`config.mk`:
```
export PLATFORM = sky130hd
export DESIGN_NAME = pc_unit
export DESIGN_NICKNAME = d
export VERILOG_FILES = /design/src/rtl/pc_unit.sv
export SDC_FILE = /design/constraint.sdc
export NUM_CORES = 1
export LEC_CHECK = 0
export ABC_CLOCK_PERIOD_IN_PS = 9260
export BUFFER_PORTS_ARGS = -buffer_cell sky130_fd_sc_hd__buf_4
export CAP_MARGIN = 20
export CORE_MARGIN = 2
export CORE_UTILIZATION = 27
export DETAILED_ROUTE_END_ITERATION = 8
export GPL_ROUTABILITY_DRIVEN = 0
export PLACE_DENSITY_LB_ADDON = 0.3
export SLEW_MARGIN = 15
export SYNTH_ARGS = -nofsm -noshare
export SYNTH_HDL_FRONTEND = slang
export SYNTH_SLANG_ARGS = --single-unit
```
`constraint.sdc`:
```
create_clock -name clk -period 9.26 [get_ports clk]
set_input_delay 0.926 -clock clk [delete_from_list [all_inputs] [get_ports clk]]
set_output_delay 0.926 -clock clk [all_outputs]
set_load 0.1 [all_outputs]
```
`src/rtl/pc_unit.sv`:
```
// pc_unit: program-counter unit for the single-cycle core.
// Holds the architectural PC and selects the next PC from sequential,
// conditional-branch, JAL and JALR sources, with stall, program-limit halt,
// resume, and optional misaligned-target trapping.
// Optional feature macro: PC_MISALIGN_TRAP_EN (enables the TRAP state; when
// undefined, misaligned targets are loaded with bits [1:0] cleared).
module pc_unit #(
    parameter int unsigned      XLEN     = 32,
    parameter int unsigned      IMM_W    = 64,
    parameter logic [XLEN-1:0]  RESET_PC = '0,
    parameter logic [XLEN-1:0]  PC_LIMIT = 'h200
) (
    input  logic             clk,
    input  logic             reset,
    input  logic             stall,
    input  logic             branch,
    input  logic             alu_zero,
    input  logic             branch_inv,
    input  logic             jal,
    input  logic             jalr,
    input  logic [IMM_W-1:0] imm,
    input  logic [XLEN-1:0]  rs1_val,
    input  logic             resume,
    output logic [XLEN-1:0]  pc_out,
    output logic [XLEN-1:0]  pc_plus4,
    output logic             redirect,
    output logic             halted,
    output logic             trap,
    output logic [XLEN-1:0]  trap_pc
);

`ifdef PC_MISALIGN_TRAP_EN
    typedef enum logic [1:0] {
        S_RUN  = 2'd0,
        S_HALT = 2'd1,
        S_TRAP = 2'd2
    } state_t;
`else
    typedef enum logic [1:0] {
        S_RUN  = 2'd0,
        S_HALT = 2'd1
    } state_t;
`endif

    state_t            state_q, state_d;
    logic [XLEN-1:0]   pc_q, pc_d;
    logic              redirect_q, redirect_d;
`ifdef PC_MISALIGN_TRAP_EN
    logic [XLEN-1:0]   trap_pc_q, trap_pc_d;
`endif

    logic [XLEN-1:0]   imm_x;
    logic [XLEN-1:0]   tgt_seq;
    logic [XLEN-1:0]   tgt_rel;
    logic [XLEN-1:0]   tgt_jalr;
    logic [XLEN-1:0]   nxt;
    logic              nxt_redir;
    logic              nxt_is_jalr;
    logic              misalign;
`ifndef PC_MISALIGN_TRAP_EN
    logic [XLEN-1:0]   nxt_masked;
`endif

    // Candidate targets; the size cast sign-extends or truncates imm to XLEN
    always_comb begin
        imm_x    = XLEN'($signed(imm));
        tgt_seq  = pc_q + XLEN'(4);
        tgt_rel  = pc_q + {imm_x[XLEN-2:0], 1'b0};
        tgt_jalr = (rs1_val + imm_x) & ~XLEN'(1);
    end

    // State and datapath registers
    always_ff @(posedge clk or negedge reset) begin
        if (!reset) begin
            state_q    <= S_RUN;
            pc_q       <= RESET_PC;
            redirect_q <= 1'b0;
`ifdef PC_MISALIGN_TRAP_EN
            trap_pc_q  <= '0;
`endif
        end else begin
            state_q    <= state_d;
            pc_q       <= pc_d;
            redirect_q <= redirect_d;
`ifdef PC_MISALIGN_TRAP_EN
            trap_pc_q  <= trap_pc_d;
`endif
        end
    end

    // Next-state / next-PC selection and limit/alignment checks
    always_comb begin
        state_d     = state_q;
        pc_d        = pc_q;
        redirect_d  = redirect_q;
`ifdef PC_MISALIGN_TRAP_EN
        trap_pc_d   = trap_pc_q;
`else
        nxt_masked  = '0;
`endif
        nxt         = tgt_seq;
        nxt_redir   = 1'b0;
        nxt_is_jalr = 1'b0;
        misalign    = 1'b0;

        case (state_q)
            S_RUN: begin
                if (stall) begin
                    // Held PC; any redirect request this cycle is dropped
                    redirect_d = 1'b0;
                end else begin
                    if (jalr) begin
                        nxt         = tgt_jalr;
                        nxt_redir   = 1'b1;
                        nxt_is_jalr = 1'b1;
                    end else if (jal) begin
                        nxt       = tgt_rel;
                        nxt_redir = 1'b1;
                    end else if (branch && (alu_zero ^ branch_inv)) begin
                        nxt       = tgt_rel;
                        nxt_redir = 1'b1;
                    end else begin
                        nxt = tgt_seq;
                    end

                    misalign = nxt_is_jalr ? nxt[1] : (|nxt[1:0]);

`ifdef PC_MISALIGN_TRAP_EN
                    if (nxt >= PC_LIMIT) begin
                        state_d = S_HALT;
                    end else if (misalign) begin
                        state_d   = S_TRAP;
                        trap_pc_d = nxt;
                    end else begin
                        pc_d       = nxt;
                        redirect_d = nxt_redir;
                    end
`else
                    nxt_masked = misalign ? {nxt[XLEN-1:2], 2'b00} : nxt;
                    if (nxt_masked >= PC_LIMIT) begin
                        state_d = S_HALT;
                    end else begin
                        pc_d       = nxt_masked;
                        redirect_d = nxt_redir;
                    end
`endif
                end
            end

`ifdef PC_MISALIGN_TRAP_EN
            S_HALT, S_TRAP: begin
                if (resume) begin
                    state_d    = S_RUN;
                    pc_d       = RESET_PC;
                    redirect_d = 1'b0;
                    trap_pc_d  = '0;
                end
            end
`else
            S_HALT: begin
                if (resume) begin
                    state_d    = S_RUN;
                    pc_d       = RESET_PC;
                    redirect_d = 1'b0;
                end
            end
`endif

            default: begin
                state_d = S_RUN;
            end
        endcase
    end

    // Outputs: status flags decode the registered state; pc_plus4 is the link value
    always_comb begin
        pc_out   = pc_q;
        pc_plus4 = pc_q + XLEN'(4);
        redirect = redirect_q;
        halted   = (state_q == S_HALT);
`ifdef PC_MISALIGN_TRAP_EN
        trap     = (state_q == S_TRAP);
        trap_pc  = trap_pc_q;
`else
        trap     = 1'b0;
        trap_pc  = '0;
`endif
    end

endmodule

```
==> run summary, run 1 <==
The worst-case clock buffer depth came out at 2. After legalization and detailed placement, the total HPWL measured 19,100 um. The multi-input combinational cells in the finished layout cover a total of around 5000 um2.

The post-cts hold buffer count came out at 0. After synthesis, the mean cell area works out to about 7.3 um2. Leaving out fill and tap cells, the most frequent cell in the layout is sky130_fd_sc_hd__buf_4. For the final database, setup skew stands at between 0.003 and 0.004 ns. The number of distinct standard cells referenced by the synthesized netlist came out at 75. The worst endpoint required time came out at 9.42 ns. The clock period minus worst slack is 5.72 ns. The antenna diode count came out at 0. The switching portion of total power came out at 43.4%. The sum of met3 wire segment lengths after detailed routing is 1300 um. The global-route wire length before repair came out at roughly 35,000 um. The cell family contributing the most delay on the critical path is compound AO/OA/AOI/OAI gates. TritonCTS built the clock tree.

In this run the count of I/O pins placed on the die edge is 204. The total wirelength of the detailed-routed design came out at 23,100 um. The relative area change from synthesis to final layout is 20.4%. The via count of the first global-routing pass came out at 6,483. The number of H-tree levels came out at 2. The net total in the final layout came out at around 1,100. The clock reaches the later pin of the worst-skew pair after 0.28 ns. The gate count of the mapped netlist came out at 868.

Once layout is done, the placed cells without fillers occupy 7650 um2. The share of synthesized area occupied by flip-flops and latches is a little over an eighth. Measured on the finished design, the core utilization comes to 32.9%. The horizontal extent of the die is 157 um. The leakage power figure came out at 3.67 nW.

The peak fanout along the critical path is 33. Summed over all failing endpoints, the final setup total negative slack is 0 ns. The worst setup path is captured at a flop. The clock buffer count from CTS is 5. Of the cells placed in the final design, the portion with a size suffix greater than 1 is between 10% and 20%. The number of instances resized during post-cts repair came out at 0. The area of the core came out at 23,300 um2. Of the total power, registers draw 24.1%.

The register bit total from synthesis is 34. The residual DRC count is 0. The height of the chip came out at 157 um.

The clock network fraction of total power came out at 26.3%. The initial antenna violation count is 0. The switching power summed over all nets came out at 0.000272 W.

Counting both buffers and inverters, the worst setup path holds a total of 1. The highest metal layer used by the detailed router is met4. In the layout the commonest cells are sky130_fd_sc_hd__buf_4 (139), sky130_fd_sc_hd__nand2_1 (90), sky130_fd_sc_hd__a21oi_1 (87), sky130_fd_sc_hd__nor2_1 (69), sky130_fd_sc_hd__ha_1 (61). Traced cell by cell, the critical path runs through buf_4, ha_1, fa_1, a21o_1, a221o_1, a22oi_1, a21boi_1, mux2i_1, a2111oi_0, nand4_1, a211oi_2, nand4_2, mux2_2. The mapped netlist covers approximately 6400 um2.

The count of clock tree sinks came out at 34. The max-slew violation count is 0. The count of endpoints failing setup in the final report came out at 0. The detailed router finished its first iteration with 445 violations. Of the post-synthesis cell area, the dominant cell type holds 13.4%. The Yosys step of the flow raised 0 warnings. For the worst setup path, the data arrival time is ~6 ns.

The number of vias after detailed routing came out at 6,936. IR analysis of the VDD net gives a maximum drop of 71.2 uV. Yosys attributes the largest share of cell area to sky130_fd_sc_hd__dfrtp_1 (13%), sky130_fd_sc_hd__ha_1 (12%), sky130_fd_sc_hd__a21oi_1 (6.9%), sky130_fd_sc_hd__nand2_1 (5.3%), sky130_fd_sc_hd__xnor2_1 (5.1%). The biggest cell delay along the critical path came out at 0.85 ns. The filler cell count is 2,557.

The combined flip-flop and latch cell area came out at 851 um2. The count of flip-flops with a built-in enable after synthesis came out at 0. The total global routing overflow came out at 0. The number of rows created at floorplan came out at 56.

The relative contribution of combinational cells to total power came out at 49.6%. The synthesized design spends more area on one cell type than any other, namely sky130_fd_sc_hd__dfrtp_1. After detailed routing, the number of vias per cell comes to 5.35. The final-layout worst hold slack came out at 0.540 ns. The run finished with clean final reports. The maximum clock frequency came out at 175 MHz. The final period utilization is between 60% and 70%. The critical path is of the in2reg type. The detailed-route wire length on metal 1 is roughly 11,000 um.

The number of max-cap violations is 0. The tree is rooted in a sky130_fd_sc_hd__clkbuf_16. The design internal power came out at 0.000355 W. In the synthesized netlist the async set-or-reset flop fraction comes to between 90% and 100%. The number of nets with antenna violations after detailed routing came out at 0.

Entering global routing, the biggest net connects 35 pins. The remaining max-slew budget at the tightest pin came out at 37.0%. The power density over the cells came out at 81.9 nW/um2. The met2 wire length is 10,600 um. The number of setup buffers added after CTS is 0. In the synthesized netlist the dominant register cell turns out to be sky130_fd_sc_hd__dfrtp_1.

At the pin with the least slew margin, the transition time is 0.921 ns. The final hold violation count is 0. For this run, the detailed router's first-pass iteration total came to 5. The path class of the tightest hold or removal check is reg2reg. The post-placement cell area came out at 7500 um2. The clock transition at the registers of the reported paths is about 0.05 ns.

The floorplan step defined a die boundary enclosing 24,800 um2. Dividing the detail-routed wire length by the instance count gives around 18 um. The number of buffer cells added on primary ports is 138. Global routing consumed, over all layers together, 18.2% of the routing resources. The initial standard-cell utilization of the core is 27.3%. The worst setup path is launched from a primary input. Setup repair after global routing left no endpoint under its margin. The cell with the largest stage delay on the worst path is sky130_fd_sc_hd__a2111oi_0.
[final cells by class]
class / count / share of cell area [%]
repair buffers: 139 / 13.6
clock buffers: 7 / 1.86
clock inverters: 1 / 0.0654
inverters: 17 / 0.834
flip-flops and latches: 34 / 11.1
well taps: 319 / 5.22
multi-input cells: 780 / 67.3
[path summary, 6_finish.rpt]
check | start | end | slack (ns) | cells after the start
hold reg to reg | pc_out[0] | pc_out[0] | 0.54 | 1
setup reg to reg | pc_out[2] | pc_out[6] | 3.56 | 12
min in group asynchronous | reset | pc_out[23] | 0.59 | 1
setup / recovery | imm[0] | pc_out[6] | 3.54 | 13
max in group asynchronous | reset | pc_out[10] | 8.35 | 1
hold / removal | pc_out[0] | pc_out[0] | 0.54 | 1
[worst register-to-register path: stages, from the launching register on]
cell and delay (ns):
sky130_fd_sc_hd__dfrtp_1 0.55, sky130_fd_sc_hd__ha_1 0.25, sky130_fd_sc_hd__nand3_1 0.27, sky130_fd_sc_hd__nor4_1 0.78, sky130_fd_sc_hd__nand4_1 0.21, sky130_fd_sc_hd__xnor2_1 0.23, sky130_fd_sc_hd__nor3b_1 0.33, sky130_fd_sc_hd__a21oi_1 0.12
sky130_fd_sc_hd__a2111oi_0 0.83, sky130_fd_sc_hd__nand4_1 0.21, sky130_fd_sc_hd__a211oi_2 0.44, sky130_fd_sc_hd__nand4_2 0.79, sky130_fd_sc_hd__mux2_2 0.57
[power by group through the flow]
stage	combinational, W	clock (W)	sequential, W
after global routing	0.000339	0.000176	0.000151
after detailed placement	0.000306	0	0.000153
final	0.000311	0.000165	0.000151
after CTS	0.000308	0.000169	0.000151
after floorplan	0.000230	0	0.000158
after global placement	0.000306	0	0.000153
[per-stage QoR]
step	setup slack [ns]	total power [W]	cells
final	3.54	0.000627	1297
after global routing	3.39	0.000666	1297
after CTS	3.73	0.000627	1297
after detailed placement	3.50	0.000459	1289
after global placement	3.51	0.000459	1289
after floorplan	4.11	0.000388	900
[logic make-up (layout without fill, tap and decap cells)]
kind of cell / after synthesis / after routing / share of synthesized area [%]
fa+ha+maj: 63 / 63 / 12.6
flops: 34 / 34 / 13.4
xor+xnor: 66 / 66 / 9.10
buf+inv: 86 / 164 / 7.54
other cells: 1 / 33 / 0.0590
mux: 18 / 18 / 2.91
compound gates: 267 / 267 / 27.4
simple gates: 333 / 333 / 27.0
[registers in the layout (all words and copies together) (netlist names)]
name and flops:
redirect 1, state_q 1, pc_out 32
[synth_stat cells, types with 21 or more instances]
cell type,number
sky130_fd_sc_hd__nand2_1,90
sky130_fd_sc_hd__a21oi_1,87
sky130_fd_sc_hd__nor2_1,69
sky130_fd_sc_hd__ha_1,61
sky130_fd_sc_hd__o21ai_0,51
sky130_fd_sc_hd__and3_1,41
sky130_fd_sc_hd__xnor2_1,37
sky130_fd_sc_hd__buf_4,35
sky130_fd_sc_hd__dfrtp_1,34
sky130_fd_sc_hd__xor2_1,29
sky130_fd_sc_hd__nand4_1,28
sky130_fd_sc_hd__clkbuf_1,24
sky130_fd_sc_hd__nand3_1,24
sky130_fd_sc_hd__a21o_1,23
sky130_fd_sc_hd__nor3_1,21
[layer usage]
metal  track usage [%]  up-vias
li1                  -     3412
met1              25.6     3270
met2              30.5      234
met3              1.38       20
met4              3.42        0
met5                 0        -
Note: power is estimated with default switching activity, not from simulation.
==> run 2, diff against run 1 <==
--- a/config.mk
+++ b/config.mk
@@ -5,7 +5,8 @@
 export SDC_FILE = /design/constraint.sdc
 export NUM_CORES = 1
 export LEC_CHECK = 0
-export ABC_CLOCK_PERIOD_IN_PS = 9260
+export ABC_AREA = 1
+export ABC_CLOCK_PERIOD_IN_PS = 5940
 export BUFFER_PORTS_ARGS = -buffer_cell sky130_fd_sc_hd__buf_4
 export CAP_MARGIN = 20
 export CORE_MARGIN = 2
==> constraint.sdc (replaced) <==
create_clock -name clk -period 5.94 [get_ports clk]
set_input_delay 0.594 -clock clk [delete_from_list [all_inputs] [get_ports clk]]
set_output_delay 0.594 -clock clk [all_outputs]
set_load 0.1 [all_outputs]
==> run summary, run 2 <==
Clock-pin slew was measured on the worst setup and hold paths at 0.06 ns. TritonCTS built the clock tree. The average cell area after synthesis came out at 5.17 um2. After synthesis, the largest family of logic cells by area is simple AND/OR/NAND/NOR gates.

The relative area change from synthesis to final layout came out at 18.7%. The number of iterations in the first detailed-routing pass came out at 5. The worst-case clock skew came out at between 0.003 and 0.004 ns. The number of flip-flops in the largest register came out at 32.

The most area-hungry cell type in the Yosys netlist is sky130_fd_sc_hd__nand2_1. The final-layout worst hold slack is around 0.26 ns. Setup violations remaining at the end of the flow were counted as 0.

The clock latency of the later-clocked register in the worst-skew pair came out at about 0.28 ns. The register bit total from synthesis is 34. The peak fanout along the critical path is 25. The area of the core came out at 28,600 um2. Buffers inserted during clock tree synthesis total 5. The most used flip-flop cell after synthesis is sky130_fd_sc_hd__dfrtp_1. Entering global routing, the biggest net connects 37 pins. In this run the number of H-tree levels came out at 2. The sort of element at the end of the critical path is a flop.

The initial antenna violation count is 0. The final period utilization is 59.5%. The type of the worst setup path is reg2reg.

The number of instances resized during post-cts repair is 0. The area share of the largest cell type after synthesis came out at 27.1%. The synthesized area came out at 7840 um2. The switching portion of total power is 48.2%. The first global-routing pass estimated ~47,000 um of wire. In the layout the commonest cells are sky130_fd_sc_hd__nand2_1 (566), sky130_fd_sc_hd__inv_1 (289), sky130_fd_sc_hd__nor2_1 (169), sky130_fd_sc_hd__buf_4 (140), sky130_fd_sc_hd__nand3_1 (127).

The via count of the first global-routing pass is 8,810. Summed over all layers, the routed wires come to 31,300 um. The post-cts hold buffer count came out at 0. The fraction of the core area covered by cells at the end of the flow is 32.5%. The number of warning messages in the yosys log came out at 0. The gate count of the mapped netlist came out at 1,517. The height of the chip came out at 174 um. The estimated wirelength of the detail-placed design came out at 26,900 um.

STA classifies the critical path startpoint as a flop. The power density over the cells is 112 nW/um2. The post-synthesis simple-gate area fraction is 51.8%. The number of distinct standard cells referenced by the synthesized netlist came out at 36. The leakage power figure came out at about 5.6 nW. In the post-synthesis netlist, the biggest area contributors are sky130_fd_sc_hd__nand2_1 (27%), sky130_fd_sc_hd__inv_1 (14%), sky130_fd_sc_hd__dfrtp_1 (11%), sky130_fd_sc_hd__ha_1 (9.7%), sky130_fd_sc_hd__nand3_1 (8.1%). The mean number of vias per cell is 4.64. The worst-case vdd ir drop is between 100 and 150 uV. The area enclosed by the die boundary came out at 30,400 um2.

The remaining max-slew budget at the tightest pin is 49.6%. The longest clock path from root to sink contains 2 buffers. The final hold violation count came out at 0. Max-cap violations in this run came to 0. The number of nets with antenna violations after detailed routing came out at 0. The number of buffer cells added on primary ports came out at roughly 140. The count of clock tree sinks came out at 34. The tree is rooted in a sky130_fd_sc_hd__clkbuf_16. Sequential elements use a little over a tenth of the synthesized area. The total routing usage reported by global routing came out at 20.1%. The xor-xnor portion of the synthesized cell area is 2.68%.

The number of setup buffers added after CTS is 0. In this run the worst hold path is classified as in2async. The run finished with clean final reports. The slew at the pin closest to its max-slew limit came out at around 0.76 ns. The initial standard-cell utilization of the core is 27.4%. The portion of total power attributed to sequential cells came out at between 20% and 30%.

The number of rows created at floorplan came out at 62. The routed layout has 9,434 vias. The max-slew violation count is 0. The most common cell in the synthesized netlist is sky130_fd_sc_hd__nand2_1. The horizontal extent of the die came out at 174 um. In the final timing run, aggregate negative setup slack is 0 ns. For the finished layout, the period the worst path requires is 3.54 ns. By count the netlist is led by sky130_fd_sc_hd__nand2_1 (566), sky130_fd_sc_hd__inv_1 (289), sky130_fd_sc_hd__nor2_1 (169), sky130_fd_sc_hd__nand3_1 (127), sky130_fd_sc_hd__a21oi_1 (62). The relative contribution of combinational cells to total power is 53.1%. The worst endpoint required time came out at slightly above 6 ns.

The clock network fraction of total power is between 20% and 30%. Global routing finished with a remaining overflow of 0. The endpoint arrival time on the critical path is 3.69 ns.

The switching power summed over all nets is between 0.0005 and 0.0006 W. The mux share of post-synthesis cell area is 0%. Summing the areas of all compound-gate instances in the mapped netlist gives roughly 6.1% of the synthesized area. The antenna diode count is 0.

The violation count after the first detailed-route iteration is 555. The residual DRC count came out at 0. For this run, the top clock speed supported by timing is 283 MHz. In this run, synthesis inferred 0 flip-flops with an integrated enable. The net total in the final layout came out at 1,818. The average routed wire per standard cell came out at 15.4 um. Cell internal power was estimated by the tool at 0.000539 W. The boundary pin count is 204.

Summing the areas of all fa, ha and maj instances in the mapped netlist gives 10.2% of the synthesized area. The share of synthesized registers carrying an async set or reset is 100%. Setup repair after global routing left no endpoint under its margin. The share of final-layout standard cells stronger than drive strength 1 is 10.9%.

The library cell used most frequently in the layout, excluding fill and tap cells, is sky130_fd_sc_hd__nand2_1.
==> run 2: cell types whose count changed after synthesis, moves of 23 or more <==
cell / before / now
sky130_fd_sc_hd__xnor2_1: 37 / 4
sky130_fd_sc_hd__and3_1: 41 / 0
sky130_fd_sc_hd__nor2_1: 69 / 169
sky130_fd_sc_hd__nand3_1: 24 / 127
sky130_fd_sc_hd__inv_1: 17 / 289
sky130_fd_sc_hd__a21o_1: 23 / 0
sky130_fd_sc_hd__a21oi_1: 87 / 62
sky130_fd_sc_hd__nand2_1: 90 / 566
sky130_fd_sc_hd__o21ai_0: 51 / 18
==> run 2: cell type report <==
| type | instances | area (um2) |
|---|---|---|
| Sequential cell | 34 | 851 |
| Clock buffer | 5 | 125 |
| Multi-Input combinational cell | 1172 | 5670 |
| Timing Repair Buffer | 140 | 1050 |
| Inverter | 297 | 1110 |
| Tap cell | 384 | 480 |
| Clock inverter | 2 | 10.0 |
| Fill cell | 3309 | 19300 |
==> run 2: stage by stage <==
| stage | std cells | power, W | area (um2) | worst slack, ns |
|---|---|---|---|---|
| global route | 2034 | 0.00111 | 9300 | 2.11 |
| detailed placement | 2027 | 0.000784 | 9170 | 2.26 |
| CTS | 2034 | 0.00104 | 9300 | 2.44 |
| finish | 2034 | 0.00104 | 9300 | 2.40 |
| global placement | 2027 | 0.000782 | 9170 | 2.30 |
| floorplan | 1549 | 0.000647 | 7960 | 1.36 |
==> run 2: cell families after synthesis <==
group,Yosys count
and+or+nand+nor,962
buffers and inverters,343
AOI/OAI and AO/OA,90
adders and majority gates,63
DFF,34
xor gates and xnor gates,24
other,1
==> run 2: final timing paths <==
| kind | startpoint | to | slack [ns] | depth (start not counted) |
|---|---|---|---|---|
| worst max-delay path | pc_out[2] | pc_out[16] | 2.40 | 18 |
| worst min-delay path | reset | pc_out[0] | 0.26 | 1 |
| worst max register to register | pc_out[2] | pc_out[16] | 2.40 | 18 |
| worst min register to register | redirect | redirect | 0.50 | 2 |
| max in group asynchronous | reset | pc_out[9] | 5.36 | 1 |
| min in group clk | redirect | redirect | 0.50 | 2 |
==> run 2: layer usage <==
layer | up-vias | global-route usage [%] | wire, um
li1 | 4880 | - | -
met1 | 4192 | 27.7 | 14500
met2 | 326 | 33.8 | 14200
met3 | 36 | 1.73 | 2000
met4 | 0 | 5.11 | 627
met5 | - | 0 | 0
==> run 2: power by group through the flow <==
stage / Sequential (W) / Clock [W] / Combinational (W)
3_3_place_gp: 0.000240 / 0 / 0.000542
4_1_cts: 0.000236 / 0.000256 / 0.000546
2_1_floorplan: 0.000256 / 0 / 0.000391
3_5_place_dp: 0.000240 / 0 / 0.000544
5_1_grt: 0.000236 / 0.000265 / 0.000606
6_report: 0.000236 / 0.000252 / 0.000552
==> run 2: worst max-delay path, stage by stage, from the launching register on <==
cell and delay [ns]:
sky130_fd_sc_hd__dfrtp_1 0.64, sky130_fd_sc_hd__ha_1 0.36, sky130_fd_sc_hd__inv_1 0.11, sky130_fd_sc_hd__nor2_2 0.21, sky130_fd_sc_hd__inv_1 0.08, sky130_fd_sc_hd__nor2_1 0.34
sky130_fd_sc_hd__xor2_1 0.19, sky130_fd_sc_hd__nand2_1 0.15, sky130_fd_sc_hd__nand2_1 0.06, sky130_fd_sc_hd__nor2_1 0.09, sky130_fd_sc_hd__nand2_1 0.06, sky130_fd_sc_hd__nor2_1 0.11
sky130_fd_sc_hd__nand3_1 0.10, sky130_fd_sc_hd__nor2_2 0.13, sky130_fd_sc_hd__nand2_2 0.10, sky130_fd_sc_hd__nor2_8 0.19, sky130_fd_sc_hd__nand2_4 0.11, sky130_fd_sc_hd__nand2_4 0.26
sky130_fd_sc_hd__nor2_1 0.08
==> run 3, diff against run 2 <==
--- a/config.mk
+++ b/config.mk
@@ -5,8 +5,8 @@
 export SDC_FILE = /design/constraint.sdc
 export NUM_CORES = 1
 export LEC_CHECK = 0
-export ABC_AREA = 1
-export ABC_CLOCK_PERIOD_IN_PS = 5940
+export ABC_AREA = 0
+export ABC_CLOCK_PERIOD_IN_PS = 3000
 export BUFFER_PORTS_ARGS = -buffer_cell sky130_fd_sc_hd__buf_4
 export CAP_MARGIN = 20
 export CORE_MARGIN = 2
==> constraint.sdc (replaced) <==
create_clock -name clk -period 3 [get_ports clk]
set_input_delay 0.3 -clock clk [delete_from_list [all_inputs] [get_ports clk]]
set_output_delay 0.3 -clock clk [all_outputs]
set_load 0.1 [all_outputs]
==> run summary, run 3 (synthesis results as in run 1) <==
The run finished, with violations left. The final reports fail on setup timing. The clock buffer count from CTS came out at 5.

The analysis attributes to net switching a power of between 0.0009 and 0.001 W. In this run the most critical hold path is launched from resume. The initial standard-cell utilization of the core is 27.3%. The worst setup path is launched from a flop. The height of the chip is 157 um. The peak fanout along the critical path came out at 12. After layout, the minimum clock period comes to 3.97 ns. The worst-case clock skew came out at about 0.0047 ns. After layout, the worst path uses 132% of the clock period. The number of iterations in the first detailed-routing pass is 4.

The switching portion of total power came out at 41.1%. The capture endpoint of the worst hold path is state_q[0]. The number of rows created at floorplan is 56. In the layout the commonest cells are sky130_fd_sc_hd__buf_4 (442), sky130_fd_sc_hd__nand2_1 (90), sky130_fd_sc_hd__a21oi_1 (86), sky130_fd_sc_hd__nor2_1 (68), sky130_fd_sc_hd__ha_1 (59). The TritonCTS clock tree is done.

The critical path is of the reg2reg type. The clock transition at the registers of the reported paths is 0.05 ns. The total routing usage reported by global routing came out at a little over a fifth.

The via count of the first global-routing pass is 8,019. The boundary pin count came out at 204. The residual DRC count is 0. The routed design has approximately 26,000 um of wire. The relative area change from synthesis to final layout is 65.8%. In this run the critical register-to-register path is launched from pc_out[1].

For flop-to-flop paths, the worst setup slack is -0.97 ns. The tree is rooted in a sky130_fd_sc_hd__clkbuf_16. The final-layout worst hold slack came out at between 0.3 and 0.4 ns. The count of clock tree sinks is 34. The estimated wirelength of the detail-placed design came out at between 20,000 and 25,000 um.

The portion of total power attributed to sequential cells came out at 21.2%. The setup slack after layout came out at -0.967 ns. Data on the critical path arrives at its endpoint at around 4.1 ns. The clock network fraction of total power is a little under a quarter. The tool flagged a number of max-cap violations equal to 0. The number of flip-flops in the largest register is 32. The number of vias after detailed routing came out at 8,085. The endpoint identified for the worst register-to-register timing path is pc_out[15].

The number of nets with antenna violations after detailed routing is 0. The maximum clock frequency came out at approximately 250 MHz. The share of final-layout standard cells stronger than drive strength 1 came out at 42.0%. The initial antenna violation count came out at 0. The worst endpoint required time came out at about 3.2 ns. The antenna diode count is 0. During placement, the flow inserted port buffers numbering 138. The clock latency of the later-clocked register in the worst-skew pair came out at 0.27 ns.

The number of cells traversed by the worst register-to-register path came out at 15. The worst pin sits at a relative slew slack of 64.8%. The worst-case vdd ir drop came out at 187 uV. The mean number of vias per cell came out at 5.01. After detailed routing, the average wire length per cell comes to about 16 um. The library cell used most frequently in the layout, excluding fill and tap cells, is sky130_fd_sc_hd__buf_4.

The first global-routing pass estimated a little over 40,000 um of wire. The max-slew violation count was 0. The total negative slack came out at -31.62 ns. The area enclosed by the die boundary came out at between 20,000 and 25,000 um2. The pin count of the biggest net entering global routing came out at 35. Power spread over the standard cell area amounts to 208 nW/um2.

The number of cells traversed by the worst hold path is 4. Setup repair after global routing could not meet its margin everywhere. The net total in the final layout is roughly 1,500. The relative contribution of combinational cells to total power is about 56%. The count of endpoints failing setup in the final report is 34. The area of the core came out at roughly 23,000 um2. The total global routing overflow is 0. The slew at the pin closest to its max-slew limit is 0.525 ns. The worst setup path is captured at a flop. The path class of the tightest hold or removal check is in2reg.

The leakage power figure came out at 5.43 nW. The internal power of the cells totals 0.00129 W. The worst-case clock buffer depth came out at 2.

The horizontal extent of the die came out at about 160 um. The violation count after the first detailed-route iteration is 470. Fill cells in the final layout number 2,376. The number of H-tree levels is 2. The final hold violation count is 0.
==> run 3: changes by cell type in the layout (fill, tap and decap cells not counted), moves of 25 or more <==
cell                      delta
sky130_fd_sc_hd__nand3_1   -105
sky130_fd_sc_hd__dfrtp_1    -25
sky130_fd_sc_hd__buf_4     +302
sky130_fd_sc_hd__and3_1     +38
sky130_fd_sc_hd__nand2_1   -476
sky130_fd_sc_hd__inv_1     -272
sky130_fd_sc_hd__nor2_1    -101
sky130_fd_sc_hd__o21ai_0    +33
==> run 3: how the worst max path moves through the flow <==
stage | startpoint | endpoint | slack, ns
final | pc_out[1] | pc_out[15] | -0.97
after global routing | pc_out[1] | pc_out[29] | -1.12
after CTS | pc_out[1] | pc_out[22] | -0.96
after detailed placement | pc_out[1] | pc_out[6] | -1.02
after global placement | pc_out[1] | pc_out[6] | -0.97
after floorplan | pc_out[1] | pc_out[28] | -0.88
==> run 3: per-stage QoR <==
stage,std cells,total power [W],worst slack (ns),util [%],cell area [um2]
global placement,1594,0.00166,-0.969,43.6,10100
floorplan,900,0.00120,-0.882,-,6800
finish,1614,0.00220,-0.967,45.3,10500
CTS,1611,0.00219,-0.961,45.1,10500
detailed placement,1594,0.00167,-1.02,43.6,10100
global route,1614,0.00232,-1.12,45.3,10500
==> run 3: layout make-up <==
cell class	count	area, um2	area share (%)
clock buffers	7	143	1.35
clock inverters	1	5.00	0.0475
inverters	17	63.8	0.606
multi-input cells	780	5490	52.1
flip-flops and latches	34	915	8.68
well taps	319	399	3.79
repair buffers	456	3520	33.4
==> run 3: per-layer routing <==
layer | GRT usage (%) | routed length [um] | vias up
met5 | 0 | 0 | -
met4 | 4.33 | 374 | 0
met3 | 2.06 | 1550 | 29
met2 | 35.4 | 12300 | 250
met1 | 28.9 | 12100 | 3766
li1 | - | - | 4040
==> run 3: what timing repair did <==
item | in CTS | in global routing
cloned | 2 | 0
hold buffers | 1 | 0
resized for setup | 19 | 10
endpoints found under the setup margin | 34 | 36
hold endpoints to repair | 34 | 0
setup buffers | 6 | 4
pin swaps | 14 | 4
==> run 3: power by group through the flow <==
stage	sequential (W)	combinational, W	clock [W]
after floorplan	0.000487	0.000711	0
after global placement	0.000474	0.00119	0
after detailed placement	0.000474	0.00119	0
after CTS	0.000465	0.00121	0.000512
after global routing	0.000465	0.00132	0.000534
final	0.000465	0.00122	0.000505
==> run 3: critical path, cell delays in order (launching register included) <==
cell and delay, ns:
sky130_fd_sc_hd__dfrtp_4 0.49, sky130_fd_sc_hd__ha_4 0.17, sky130_fd_sc_hd__fa_2 0.34, sky130_fd_sc_hd__a21o_1 0.18, sky130_fd_sc_hd__a221o_1 0.40, sky130_fd_sc_hd__buf_6 0.16, sky130_fd_sc_hd__a21oi_4 0.19, sky130_fd_sc_hd__xnor2_1 0.09
sky130_fd_sc_hd__o41a_1 0.39, sky130_fd_sc_hd__a2111oi_2 0.29, sky130_fd_sc_hd__nand4b_1 0.15, sky130_fd_sc_hd__a211oi_2 0.22, sky130_fd_sc_hd__buf_4 0.17, sky130_fd_sc_hd__nand4_4 0.11, sky130_fd_sc_hd__bufbuf_16 0.32, sky130_fd_sc_hd__and3_1 0.17
